File: src/rtl/serial_magnitude_comparator.sv
`default_nettype none
// ============================================================================
//  Module     : serial_magnitude_comparator
//  Description: Digit-serial MSB-first magnitude comparator with early exit,
//               unsigned or two's-complement compare selected per operation.
//  Revision   : 1.0 - initial release
// ============================================================================
module serial_magnitude_comparator #(
   parameter int WIDTH = 16,
   parameter int DIGIT = 4
) (
   input  logic             clk,
   input  logic             rst,
   input  logic             start,
   input  logic             signed_mode,
   input  logic [WIDTH-1:0] a,
   input  logic [WIDTH-1:0] b,
   output logic             busy,
   output logic             done,
   output logic             a_gt_b,
   output logic             a_lt_b,
   output logic             a_eq_b
);

   localparam int c_ndig = WIDTH / DIGIT;
   localparam int c_cw   = (c_ndig > 1) ? $clog2(c_ndig) : 1;

   localparam logic [c_cw-1:0] c_last = c_cw'(c_ndig - 1);

   localparam logic [0:0] c_idle = 1'b0;
   localparam logic [0:0] c_run  = 1'b1;

   logic [0:0]       r_state;
   logic [WIDTH-1:0] r_sa;
   logic [WIDTH-1:0] r_sb;
   logic [c_cw-1:0]  r_cnt;

   logic [DIGIT-1:0] w_dig_a;
   logic [DIGIT-1:0] w_dig_b;
   logic [WIDTH-1:0] w_sa_next;
   logic [WIDTH-1:0] w_sb_next;
   logic [WIDTH-1:0] w_msb_flip;

   assign w_dig_a = r_sa[WIDTH-1 -: DIGIT];
   assign w_dig_b = r_sb[WIDTH-1 -: DIGIT];

   // Offset-binary mapping: flipping both sign bits turns a signed compare
   // into an unsigned one, so the scan datapath never sees signedness.
   assign w_msb_flip = {signed_mode, {(WIDTH-1){1'b0}}};

   generate
      if (DIGIT < WIDTH) begin : g_shift
         assign w_sa_next = {r_sa[WIDTH-DIGIT-1:0], {DIGIT{1'b0}}};
         assign w_sb_next = {r_sb[WIDTH-DIGIT-1:0], {DIGIT{1'b0}}};
      end else begin : g_noshift
         assign w_sa_next = '0;
         assign w_sb_next = '0;
      end
   endgenerate

   always_ff @(posedge clk) begin
      if (rst) begin
         r_state <= c_idle;
         r_sa    <= '0;
         r_sb    <= '0;
         r_cnt   <= '0;
         busy    <= 1'b0;
         done    <= 1'b0;
         a_gt_b  <= 1'b0;
         a_lt_b  <= 1'b0;
         a_eq_b  <= 1'b0;
      end else begin
         done <= 1'b0;
         case (r_state)
            c_idle: begin
               if (start) begin
                  r_sa    <= a ^ w_msb_flip;
                  r_sb    <= b ^ w_msb_flip;
                  r_cnt   <= '0;
                  busy    <= 1'b1;
                  r_state <= c_run;
               end
            end
            c_run: begin
               if (w_dig_a != w_dig_b) begin
                  a_gt_b  <= (w_dig_a > w_dig_b);
                  a_lt_b  <= ~(w_dig_a > w_dig_b);
                  a_eq_b  <= 1'b0;
                  done    <= 1'b1;
                  busy    <= 1'b0;
                  r_state <= c_idle;
               end else if (r_cnt == c_last) begin
                  a_gt_b  <= 1'b0;
                  a_lt_b  <= 1'b0;
                  a_eq_b  <= 1'b1;
                  done    <= 1'b1;
                  busy    <= 1'b0;
                  r_state <= c_idle;
               end else begin
                  r_sa  <= w_sa_next;
                  r_sb  <= w_sb_next;
                  r_cnt <= r_cnt + c_cw'(1);
               end
            end
            default: begin
               r_state <= c_idle;
               busy    <= 1'b0;
            end
         endcase
      end
   end

endmodule
`default_nettype wire
File: config.mk
export PLATFORM = sky130hd
export DESIGN_NAME = serial_magnitude_comparator
export DESIGN_NICKNAME = d
export VERILOG_FILES = /design/src/rtl/serial_magnitude_comparator.sv
export SDC_FILE = /design/constraint.sdc
export NUM_CORES = 1
export LEC_CHECK = 0
export ABC_AREA = 1
export ABC_CLOCK_PERIOD_IN_PS = 4700
export CAP_MARGIN = 20
export CORE_MARGIN = 2
export CORE_UTILIZATION = 57
export CTS_BUF_LIST = sky130_fd_sc_hd__clkbuf_8
export DETAILED_ROUTE_END_ITERATION = 10
export GPL_TIMING_DRIVEN = 0
export PLACE_DENSITY = 0.95
export SETUP_SLACK_MARGIN = 0.4
export SLEW_MARGIN = 25
export SYNTH_ARGS = -nofsm -noshare
export SYNTH_HDL_FRONTEND = slang
export SYNTH_SLANG_ARGS = --single-unit
File: constraint.sdc
create_clock -name clk -period 4.7 [get_ports clk]
set_clock_uncertainty 0.15 [all_clocks]
set_input_delay 0.94 -clock clk [delete_from_list [all_inputs] [get_ports clk]]
set_output_delay 0.94 -clock clk [all_outputs]
set_load 0.1 [all_outputs]
==> impl_metrics.tcl <==
set metrics [dict create \
    run_status "finished clean" \
    power.share.combinational_pct 26.5 \
    clk_latency_ns 0.30 \
    internal-power_uw 656 \
    die_w_um 63.6 \
    dr_wl_met2_um 2530 \
    placement.io_buffers 40 \
    wl_um 5230 \
    slew_headroom_pct 35.5 \
    die_h_um 63.6 \
    rr_endpoint "r_sa[10]$_SDFFE_PP0P_" \
    cts_hold_repair.buffers 0 \
    net_sw_share_pct 30.9 \
    top_layer_used "met4" \
    mostFrequentLayoutCells "sky130_fd_sc_hd__nand2_1, sky130_fd_sc_hd__dfxtp_1, sky130_fd_sc_hd__clkdlybuf4s50_1, sky130_fd_sc_hd__nand3_1, sky130_fd_sc_hd__nor2_1" \
    final_net_count 402 \
    finalHoldViolations 0 \
    number_of_max_capacitance_violations_reported 0 \
    postSynthNetCount 355 \
    r2r_setup_slack_ns 2.82 \
    met3_wirelength_um 344 \
    buffers_plus_inverters_on_the_worst_setup_path 1 \
    netlist.area_leader.share_pct 39.5 \
    critical_path_arrival_ns 1.78 \
    clock_tree.htree_level_count 2 \
    routedWlPerCell_um 12.8 \
    detailedRoute.firstIterationViolations 219 \
    drt.antenna.violating_nets 0 \
    place.gp.congestion 0.867 \
    period_minus_slack_ns 2.87 \
    number_of_drc_violations_after_detailed_routing 0 \
    route.layer.met1.wl_um 2180 \
    grt_max_degree 13 \
    report.final.setup_viol 0 \
    initial_core_util_pct 60.3 \
    layout.area.seq_um2 801 \
    grt_antenna_before_repair 0 \
    vias 2193 \
    core_area_um2 3360 \
    grt_first_pass_wirelength_um 8800 \
    tritoncts_num_sinks 40 \
    filler_cell_count 261 \
    max_stage_delay_ns 1.13 \
    critPathRequiredTime_ns 3.61 \
    globalRouteTotalUtil_pct 27.8 \
    leak_pwr_uw 0.00123 \
    count_of_cells_resized_by_post_cts_repair 0 \
    timing.critical_path.to "a_lt_b" \
    numCtsBuffers 5 \
    grt-ovfl-total 0 \
    postSynthRegisterBits 40 \
    synthesis.instances 314 \
    critical-path-top-delay-family "buffers and inverters" \
    first_global_vias 2034 \
    multi_input_area_um2 1000 \
    cpMaxStageDelayCell "sky130_fd_sc_hd__clkdlybuf4s50_1" \
    post-cts-setup-buffers 0 \
    drt-pass1-iter-count 5 \
    post-synth-top-area-cell "sky130_fd_sc_hd__dfxtp_1" \
    timing.final.max_slew_violations 0 \
    syn_area_per_cell_um2 6.46 \
    cts.reportedPaths.clkPinSlew_ns 0.08 \
    vdd_ir_drop_max_mv 0.219 \
    avgViaCountPerCell 5.38 \
    clock_power_share_pct 32.8 \
    core.rowCount 21 \
    rr_worst_depth 9 \
    ys_seq_area_share_pct 39.5 \
    timing.critical_path.depth 1 \
    timing.critical_path.from "a_lt_b$_SDFFE_PP0P_" \
    layout-area-overhead-vs-synth_pct 28.8 \
    clock_tree_from_tritoncts "done" \
    timing.hold.worst.class "reg2reg" \
    post-route-period-util_pct 61.1 \
    critical_path_peak_fanout 2 \
    synth.cell_area_um2 2030 \
    dp_hpwl_um 3450 \
    crit_path_kind "reg2out" \
    yosys.cell_types.count 16 \
    antenna-diode-count 0 \
    cts-root-buf "sky130_fd_sc_hd__clkbuf_8" \
    fin_util_pct 77.6 \
    pwr-share-seq_pct 40.8 \
    layout-drive-gt1-share_pct 6.91 \
    io_pins 41 \
    totalNegativeSetupSlack_ns 0 \
    max_freq_ghz 0.348 \
    crit_path_cell_trace "clkdlybuf4s50_1" \
    synthTopCellsByArea "sky130_fd_sc_hd__dfxtp_1, sky130_fd_sc_hd__nand2_1, sky130_fd_sc_hd__nand3_1, sky130_fd_sc_hd__a21oi_1, sky130_fd_sc_hd__nor2_1" \
    synthesis.yosys.warnings 0 \
    clock_tree.buffer_depth 2 \
    rsz0062_at_grt "no" \
    layout_top_registers "r_sa (16), r_sb (16), r_cnt (2)" \
    tightestPinTransition_ns 0.964 \
    p_sw_uw 293 \
    areal_power_density_over_the_cells_nw_per_um2 363 \
    setup.worst_path.end_class "primary output" \
    worst_setup_path_start_kind "flip-flop" \
    final_common_cell "sky130_fd_sc_hd__nand2_1" \
    die-area_um2 4050 \
    timing.rr.start "r_sb[15]$_SDFFE_PP0P_" \
]
## final cells by class
class / instances / area share, %
clock inverters: 1 / 1.15
inverters: 31 / 4.46
well taps: 46 / 2.20
repair buffers: 40 / 15.3
clock buffers: 7 / 3.69
flip-flops and latches: 40 / 30.7
multi-input cells: 222 / 38.3
plain buffers: 21 / 4.22
## how the worst min path moves through the flow
stage / slack, ns / from / endpoint / depth (start not counted)
after floorplan: 0.30 / r_sa[0]$_SDFFE_PP0P_ / r_sa[0]$_SDFFE_PP0P_ / 2
after global placement: 0.31 / a_gt_b$_SDFFE_PP0P_ / a_gt_b$_SDFFE_PP0P_ / 2
after detailed placement: 0.32 / a_gt_b$_SDFFE_PP0P_ / a_gt_b$_SDFFE_PP0P_ / 2
after CTS: 0.33 / a_gt_b$_SDFFE_PP0P_ / a_gt_b$_SDFFE_PP0P_ / 2
after global routing: 0.35 / a_gt_b$_SDFFE_PP0P_ / a_gt_b$_SDFFE_PP0P_ / 2
final: 0.33 / a_gt_b$_SDFFE_PP0P_ / a_gt_b$_SDFFE_PP0P_ / 2
## per-stage QoR
step	hold WS, ns	power [uW]	setup WS, ns	cell area (um^2)	cells
2_1_floorplan	0.302	563	2.69	2030	314
6_report	0.328	949	1.83	2610	408
3_3_place_gp	0.309	630	2.17	2480	400
4_1_cts	0.330	943	1.82	2610	408
3_5_place_dp	0.318	638	2.13	2480	400
5_1_grt	0.352	992	1.81	2610	408
## power by group through the flow
stage                     sequential (uW)  clock, uW  combinational (uW)
final                                 387        311                 251
after global routing                  389        323                 279
after CTS                             386        308                 249
after detailed placement              394          0                 244
after global placement                392          0                 238
after floorplan                       417          0                 146
## cells in the mapped netlist
master and count:
sky130_fd_sc_hd__clkbuf_1 8, sky130_fd_sc_hd__nor3_1 1, sky130_fd_sc_hd__nand3_1 37, sky130_fd_sc_hd__a21oi_1 34
sky130_fd_sc_hd__nor2_4 1, sky130_fd_sc_hd__nand2_1 89, sky130_fd_sc_hd__dfxtp_1 40, sky130_fd_sc_hd__buf_2 10
sky130_fd_sc_hd__buf_6 2, sky130_fd_sc_hd__nor2_2 1, sky130_fd_sc_hd__inv_2 2, sky130_fd_sc_hd__buf_4 1
sky130_fd_sc_hd__ha_1 5, sky130_fd_sc_hd__inv_1 29, sky130_fd_sc_hd__o21ai_0 18, sky130_fd_sc_hd__nor2_1 36
## routing by layer
layer | GRT usage, % | vias to the layer above
met4 | 17.4 | 0
met2 | 44.7 | 101
met5 | 0 | -
met1 | 34.1 | 990
met3 | 5.00 | 16
li1 | - | 1086
## logic make-up (layout without fill, tap and decap cells)
family / Yosys count / in the layout / share of synthesized area (%)
AND/OR/NAND/NOR: 165 / 165 / 33.4
AO/OA/AOI/OAI: 52 / 52 / 12.8
buffers and inverters: 52 / 100 / 11.2
flip-flops: 40 / 40 / 39.5
adder cells (fa/ha/maj): 5 / 5 / 3.09
(Power assumes the default switching activity.)
